File: config.mk
export PLATFORM = sky130hd
export DESIGN_NAME = systolic_result_drain
export DESIGN_NICKNAME = d
export VERILOG_FILES = /design/src/rtl/systolic_result_drain.sv
export SDC_FILE = /design/constraint.sdc
export NUM_CORES = 1
export LEC_CHECK = 0
export CAP_MARGIN = 15
export CORE_UTILIZATION = 48
export DETAILED_ROUTE_END_ITERATION = 8
export DONT_BUFFER_PORTS = 1
export PLACE_DENSITY = 0.74
export SETUP_SLACK_MARGIN = 0.5
export SLEW_MARGIN = 10
export SYNTH_ARGS = -nofsm -noshare
export SYNTH_HDL_FRONTEND = slang
export SYNTH_SLANG_ARGS = --single-unit
File: constraint.sdc
create_clock -name clk -period 2.2 [get_ports clk]
set_input_delay 0.44 -clock clk [delete_from_list [all_inputs] [get_ports clk]]
set_output_delay 0.44 -clock clk [all_outputs]
set_load 0.005 [all_outputs]
File: src/rtl/systolic_result_drain.sv
// systolic_result_drain
// Write-back end of the systolic MAC array. Each BN_NUM-lane result vector is
// captured and then written out one element per write, in column-outer /
// row-block-inner order. Rows at or beyond OA_H (padding in the last row
// block) are never written.
//
// Ports:
//   clk        clock
//   reset_n    synchronous reset, active HIGH despite the name
//   start      one-cycle pulse, begins a full-matrix drain pass (IDLE only)
//   res_valid  result vector present on res_data
//   res_ready  block can accept a vector
//   res_data   lane n at bits [n*BW_ACT +: BW_ACT]
//   wr_valid   write request valid
//   wr_ready   memory accepts the write
//   wr_addr    row*OA_W + col
//   wr_data    element value
//   busy       high whenever not IDLE
//   done       one-cycle pulse after the final write of the pass is accepted
//
// Build option: define DRAIN_DOUBLE_BUF_EN to add a spare capture buffer so
// the next vector can be queued during DRAIN. This removes the WAIT bubble
// between vectors.
module systolic_result_drain #(
    parameter int BN_NUM = 8,
    parameter int BW_ACT = 8,
    parameter int OA_H   = 100,
    parameter int OA_W   = 16,
    parameter int ADDR_W = 16
) (
    input  logic                     clk,
    input  logic                     reset_n,
    input  logic                     start,
    input  logic                     res_valid,
    output logic                     res_ready,
    input  logic [BN_NUM*BW_ACT-1:0] res_data,
    output logic                     wr_valid,
    input  logic                     wr_ready,
    output logic [ADDR_W-1:0]        wr_addr,
    output logic [BW_ACT-1:0]        wr_data,
    output logic                     busy,
    output logic                     done
);

    localparam int NBLK   = (OA_H + BN_NUM - 1) / BN_NUM;
    localparam int LANE_W = (BN_NUM > 1) ? $clog2(BN_NUM) : 1;
    localparam int BLK_W  = (NBLK > 1) ? $clog2(NBLK) : 1;
    localparam int COL_W  = (OA_W > 1) ? $clog2(OA_W) : 1;

    typedef enum logic [1:0] {
        S_IDLE,
        S_WAIT,
        S_DRAIN,
        S_FIN
    } state_t;

    state_t                          state;
    state_t                          state_nxt;
    logic [LANE_W-1:0]               lane;
    logic [BLK_W-1:0]                blk;
    logic [COL_W-1:0]                col;
    logic [BN_NUM-1:0][BW_ACT-1:0]   cur_buf;
    logic [ADDR_W-1:0]               row;
    logic                            vec_end;
    logic                            last_blk;
    logic                            last_col;
`ifdef DRAIN_DOUBLE_BUF_EN
    logic [BN_NUM-1:0][BW_ACT-1:0]   spare_buf;
    logic                            spare_full;
`endif

    assign row      = ADDR_W'(blk) * ADDR_W'(BN_NUM) + ADDR_W'(lane);
    // Comparing against OA_H-1 avoids the row+1 overflow when OA_H fills
    // the whole address space.
    assign vec_end  = (lane == LANE_W'(BN_NUM - 1)) || (row >= ADDR_W'(OA_H - 1));
    assign last_blk = (blk == BLK_W'(NBLK - 1));
    assign last_col = (col == COL_W'(OA_W - 1));

    always_comb begin
        state_nxt = state;
        res_ready = 1'b0;
        wr_valid  = 1'b0;
        wr_addr   = '0;
        wr_data   = '0;
        busy      = (state != S_IDLE);
        done      = 1'b0;
        case (state)
            S_IDLE: begin
                if (start) state_nxt = S_WAIT;
            end
            S_WAIT: begin
                res_ready = 1'b1;
                if (res_valid) state_nxt = S_DRAIN;
            end
            S_DRAIN: begin
                wr_valid = 1'b1;
                wr_addr  = row * ADDR_W'(OA_W) + ADDR_W'(col);
                wr_data  = cur_buf[lane];
`ifdef DRAIN_DOUBLE_BUF_EN
                // Refuse vectors once the vector being drained is the
                // pass's last, so nothing beyond the pass is swallowed.
                res_ready = !spare_full && !(last_blk && last_col);
`endif
                if (wr_ready && vec_end) begin
                    if (last_blk && last_col) begin
                        state_nxt = S_FIN;
                    end else begin
`ifdef DRAIN_DOUBLE_BUF_EN
                        if (spare_full || (res_valid && res_ready))
                            state_nxt = S_DRAIN;
                        else
                            state_nxt = S_WAIT;
`else
                        state_nxt = S_WAIT;
`endif
                    end
                end
            end
            S_FIN: begin
                done      = 1'b1;
                state_nxt = S_IDLE;
            end
            default: state_nxt = S_IDLE;
        endcase
    end

    always_ff @(posedge clk) begin
        if (reset_n) begin
            state      <= S_IDLE;
            lane       <= '0;
            blk        <= '0;
            col        <= '0;
            cur_buf    <= '0;
`ifdef DRAIN_DOUBLE_BUF_EN
            spare_buf  <= '0;
            spare_full <= 1'b0;
`endif
        end else begin
            state <= state_nxt;
            case (state)
                S_IDLE: begin
                    if (start) begin
                        lane <= '0;
                        blk  <= '0;
                        col  <= '0;
                    end
                end
                S_WAIT: begin
                    if (res_valid) begin
                        cur_buf <= res_data;
                        lane    <= '0;
                    end
                end
                S_DRAIN: begin
                    if (wr_ready) begin
                        if (vec_end) begin
                            lane <= '0;
                            if (last_blk) begin
                                blk <= '0;
                                if (!last_col) col <= col + 1'b1;
                            end else begin
                                blk <= blk + 1'b1;
                            end
`ifdef DRAIN_DOUBLE_BUF_EN
                            // Next vector comes from the spare, or straight
                            // from the input if it arrives on this very cycle.
                            if (spare_full) begin
                                cur_buf    <= spare_buf;
                                spare_full <= 1'b0;
                            end else if (res_valid && res_ready) begin
                                cur_buf <= res_data;
                            end
`endif
                        end else begin
                            lane <= lane + 1'b1;
                        end
                    end
`ifdef DRAIN_DOUBLE_BUF_EN
                    if (res_valid && res_ready && !(wr_ready && vec_end)) begin
                        spare_buf  <= res_data;
                        spare_full <= 1'b1;
                    end
`endif
                end
                default: ;
            endcase
        end
    end

endmodule
==> metrics.txt, run 1 <==
outcome=complete, no violations; Via Count=2935; setup ws final=0.1348 ns; max_slew headroom=64.00%; remaining global-route overflow=0; GR Layer Usage met1=30.18%; reg2reg setup slack=0.16 ns; initial antenna violation count=0; Startpoint Class=register; post-synthesis cell area=3545 um^2; CTS Hold Bufs=0; die height=around 88 um; max-cap viol count=0; met3 Use GR=4.336%; clk buf depth=2; crit path time final=2.065 ns; leakage power=approximately 1.3 nW; Post-synth EDFFs=0; H-tree depth=3; vias in the first global route=2698; Worst-Margin Slew=approximately 0.53 ns; Reg area=1553 um^2; Pre-antenna DRT Iters=4; WL/cell=~16 um; VDD IR max=0.4057 mV; Mapped Cells=428; residual DRC count=0; hold depth=1; FF-to-FF path depth=9; # rows=30; final wirelength=8576 um; Fin. Hold Viols=0; GRT Total Usage=between 20% and 30%; CP Class=reg2out; worst-skew pair later-pin latency=between 0.3 and 0.4 ns; synth warn=0; Die Area=approximately 7700 um^2; Iteration-0 DRC Markers=174; post-layout net count=approximately 500; dominant synthesized flop cell=dfxtp_1; Yosys cell types=39; first-pass GRT wire length=13170 um; Final HPWL DP=5488 um; RD Place Congestion=0.8302; final setup vio count=0; total power draw=about 3.0 mW; final antenna-violating net count=0; Async S/R FF share, synth=0%; Worst-path clk slew=~0.08 ns; pre-CTS setup slack=approximately 0.4 ns; Hold Path Class=in2reg; final worst-path cycle share=between 90% and 100%; num ports=97; multi-input logic area=1964 um^2; worst hold endpoint=col[0]; Comb pwr share=12.1%; # clock sinks=77; number of vias per cell=5.612; critical path launch point=lane[1]; Die W=87.94 um; M2 GR Usage=36.93%; CP endpoint kind=output pin; most used routing layer=met2; Port Buffers=0; Fin Clk Skew=between 0.007 and 0.008 ns; cell internal pwr=2.243 mW; sequential share of power=49.6%; Clock Power Share=38.3%; reg2reg start=lane[0]; critical hold path startpoint=reset_n; Worst Path Required=1.76 ns; layout cells sized above 1=20.14%; Initial Util=51.05%; sw frac=25.61%; RSZ-0062 raised after global routing=yes; maximum clock frequency=484.2 MHz; Crit Path Max Fanout=18; CTS root buf=clkbuf_8; synthesized area per cell=approximately 8.3 um^2; largest net degree at the start of global routing=79; CTS tree=done; P&R area growth vs syn=14.61%; register bit total from synthesis=77; Num CTS Buffers=9; R2R Path End=state[0]; Fin Setup TNS=0 ns; fill count=619; Hold WS=between 0.15 and 0.2 ns; core area=6944 um^2; Switching Power=0.7723 mW; sequential fraction of the synthesis area=43.49%; Final Max Slew Viols=0; arrival time worst endpoint=1.63 ns; antenna cells=0; Pwr Density=742.2 nW/um^2
==> per-layer routing <==
| metal | wire, um | share of wire [%] | vias up |
|---|---|---|---|
| li1 | - | - | 1433 |
| met1 | 3721 | 43 | 1402 |
| met2 | 4257 | 50 | 92 |
| met3 | 505 | 5.9 | 8 |
| met4 | 93 | 1.1 | 0 |
| met5 | 0 | 0 | - |
==> cells in the final DEF, fill, tap and decap left out, drive strengths merged, types with 3 or more instances in the layout <==
| cell type | instances |
|---|---|
| nand2 | 129 |
| dfxtp | 77 |
| a21oi | 74 |
| mux4 | 16 |
| buf | 16 |
| nor2 | 15 |
| mux2i | 9 |
| clkbuf | 9 |
| and2 | 9 |
| nand3 | 9 |
| o21ai | 7 |
| inv | 6 |
| conb | 5 |
| ha | 5 |
| clkinvlp | 4 |
| nand4 | 3 |
| clkinv | 3 |
| or3 | 3 |
==> power groups by stage <==
stage	registers, mW	logic [mW]	clock network [mW]
final	1.50	0.366	1.15
after global routing	1.50	0.402	1.24
after CTS	1.49	0.337	1.16
after detailed placement	1.53	0.297	0
after global placement	1.53	0.290	0
after floorplan	1.51	0.269	0
==> logic make-up (layout without fill, tap and decap cells) <==
group | Yosys count | count (layout) | share of synthesized area, %
muxes | 25 | 25 | 12.71
other | 1 | 5 | 0.1058
and+or+nand+nor | 183 | 183 | 22.17
AOI/OAI and AO/OA | 92 | 92 | 14.26
buffers and inverters | 45 | 40 | 5.506
DFF | 77 | 77 | 43.49
adders and majority gates | 5 | 5 | 1.765
==> sequential cells by signal (all words and copies together), names as in the netlist <==
name	count
lane	3
blk	4
cur_buf	64
col	4
state	2
==> worst max-delay path by stage <==
| stage | end | slack [ns] | cells past startpoint |
|---|---|---|---|
| after detailed placement | wr_data[2] | 0.41 | 4 |
| after global routing | wr_data[4] | 0.04 | 4 |
| final | wr_data[3] | 0.13 | 4 |
| after CTS | wr_data[5] | 0.12 | 4 |
| after global placement | wr_data[7] | 0.42 | 4 |
| after floorplan | wr_data[0] | 0.47 | 5 |
==> stage by stage <==
stage	instance area [um^2]	utilization (%)	std cells
6_report	4063	58.50	523
5_1_grt	4063	58.50	523
4_1_cts	3961	57.05	520
3_5_place_dp	3608	51.96	498
3_3_place_gp	3608	51.96	498
2_1_floorplan	3596	-	432
==> cells in the mapped netlist (2+ instances only) <==
cell,instances,area share (%)
nor2_1,15,1.6
nand3_1,9,1.3
and2_1,9,1.6
nor3_1,2,0.28
inv_1,7,0.74
nor2b_1,2,0.35
buf_1,6,0.64
buf_2,3,0.42
mux2i_1,9,2.5
dfxtp_1,77,43
nand3b_1,2,0.42
clkbuf_1,23,2.4
nand4_1,3,0.53
a21oi_1,74,10
o31ai_1,2,0.42
or4_1,2,0.42
mux4_2,16,10
buf_4,6,1.3
or2_2,2,0.35
nand2_1,129,14
o21ai_0,6,0.85
ha_1,5,1.8
or3_1,3,0.53
==> critical path, stage by stage, from the launching register on <==
cell     delay [ns]
dfxtp_1        0.38
buf_4          0.30
mux4_2         0.38
mux2i_1        0.15
nor2_1         0.08
==> area by class of cell <==
type	instances	share of cell area, %
tap	96	2.957
inverter	7	0.7391
clock buffer	9	3.049
timing repair buffer	16	4.342
timing repair inverter	1	0.1232
clock inverter	7	2.217
multi-input combinational	310	48.35
sequential	77	38.22
==> repair_timing <==
action                                  4_1_cts  5_1_grt
endpoints found under the setup margin       29       34
pin swaps                                    12       19
setup buffers                                 5        3
gates cloned                                  1        0
gates resized for setup                      25       23
Power figures use the tool's default switching activity.
==> run 2, diff against run 1 <==
==> constraint.sdc (replaced) <==
create_clock -name clk -period 2.4 [get_ports clk]
set_input_delay 0.72 -clock clk [delete_from_list [all_inputs] [get_ports clk]]
set_output_delay 0.72 -clock clk [all_outputs]
set_load 0.005 [all_outputs]
==> run 2 against run 1 <==
Die area stayed put. Critical path type unchanged. Register-to-register slack better by 0.17 ns. Count of clock-buffer cells in the layout up 3. Largest power group unchanged. Critical endpoint is now wr_data[4]. First-iteration DRC count up 36%. Highest routed layer unchanged.
==> metrics.txt, run 2 (synthesized netlist as in run 1, its figures left out) <==
vias in the first global route=~2700; max_slew headroom=roughly 65%; Startpoint Class=register; Final HPWL DP=5845 um; dpl cells=496; outcome=complete, no violations; CTS Hold Bufs=0; CP endpoint kind=output pin; Port Buffers=0; largest net degree at the start of global routing=79; final wirelength=8627 um; Num CTS Buffers=9; Fin. Hold Viols=0; WL/cell=between 15 and 20 um; fill count=631; maximum clock frequency=between 400 and 500 MHz; die height=87.94 um; H-tree depth=3; Most flops, register=cur_buf; worst-skew pair later-pin latency=0.34 ns; most frequent cells in the layout=nand2_1 (129), dfxtp_1 (73), a21oi_1 (70), mux4_2 (16); clk buf depth=2; final setup vio count=0; Worst Path Required=1.68 ns; CTS tree=done; VDD IR max=0.3721 mV; RSZ-0062 raised after global routing=yes; final worst-path cycle share=99.75%; Hold WS=0.4386 ns; most common cell after layout, fill and taps aside=nand2_1; RD Place Congestion=0.8073; Die Area=roughly 7700 um^2; reg2reg setup slack=between 0.3 and 0.4 ns; reg2reg start=lane[0]; post-layout net count=between 400 and 500; Worst-Margin Slew=about 0.52 ns; Final Max Slew Viols=0; first-pass GRT wire length=~13000 um; layout cells sized above 1=19.05%; max-cap viol count=0; Pre-antenna DRT Iters=4; Worst Setup EP=wr_data[4]; FF-to-FF path depth=7; remaining global-route overflow=0; antenna cells=0; Pwr Density=664.8 nW/um^2; CP Class=reg2out; Iteration-0 DRC Markers=around 240; Largest regs=cur_buf: 64 flops, blk: 4 flops, col: 4 flops; Hold Path Class=in2reg; arrival time worst endpoint=between 1.5 and 2 ns; R2R Path End=lane[0]; Fin Setup TNS=0 ns; Fin Clk Skew=0.005176 ns; residual DRC count=0; leakage power=1.276 nW; P&R area growth vs syn=12.60%; number of vias per cell=5.659; Via Count=2920; final antenna-violating net count=0; # rows=30; GRT Total Usage=23.02%; critical path launch point=lane[0]; Non-Filler Instances=516; Die W=~90 um; num ports=97; # clock sinks=77; Largest register FFs=between 60 and 70; Initial Util=51.05%; Worst-path clk slew=roughly 0.080 ns; core area=roughly 6900 um^2; CTS root buf=clkbuf_8; crit path time final=2.394 ns; Crit Path Max Fanout=9; initial antenna violation count=0
run 2: timing repair:
item | CTS | global route
endpoints found under the hold margin | 0 | 0
pin swaps | 14 | 11
gates resized for setup | 35 | 21
setup endpoints to repair | 31 | 36
gates cloned | 1 | 0
buffers inserted | 3 | 0
run 2: routing by layer:
layer	track usage [%]	up-vias	part of all wire (%)
li1	-	1414	-
met1	28.84	1384	41
met2	37.07	102	50
met3	6.315	20	6.6
met4	10.43	0	2.5
met5	0	-	0
run 2: area by class of cell:
type	count	area [um^2]	area share [%]
Sequential cell	77	1554	38.93
Multi-Input combinational cell	310	1957	49.03
Timing Repair Buffer	9	132.6	3.323
Tap cell	96	120.1	3.009
Clock buffer	12	145.1	3.636
Timing Repair inverter	1	5.005	0.1254
Clock inverter	4	47.55	1.191
Inverter	7	30.03	0.7524
run 2: where the power goes:
group	leakage [nW]	switching, mW	total, mW	internal (mW)
logic	0.553	0.187	0.319	0.131
registers	0.627	0.0371	1.37	1.33
clock network	0.0964	0.457	0.964	0.506
run 2: worst min-delay path by stage:
stage	depth (start not counted)	endpoint	startpoint
2_1_floorplan	2	cur_buf[16]	cur_buf[16]
3_3_place_gp	2	cur_buf[7]	cur_buf[7]
3_5_place_dp	2	cur_buf[8]	cur_buf[8]
4_1_cts	1	cur_buf[41]	reset_n
5_1_grt	1	cur_buf[35]	reset_n
6_report	1	cur_buf[41]	reset_n
run 2: worst max-delay path, stage by stage (launching register included):
cell and delay, ns:
dfxtp_4 0.38, buf_12 0.14, mux4_2 0.52, mux2i_2 0.21, nor2_2 0.07
run 2: stage by stage:
stage	instance area (um^2)	util, %	power (mW)	setup WS (ns)
final	3991	57.48	2.654	0.006095
after global routing	3991	57.48	2.773	-0.04527
after CTS	3916	56.40	2.650	0.01647
after detailed placement	3583	51.60	1.665	0.3050
after global placement	3583	51.60	1.655	0.3442
after floorplan	3595	-	1.628	0.3910
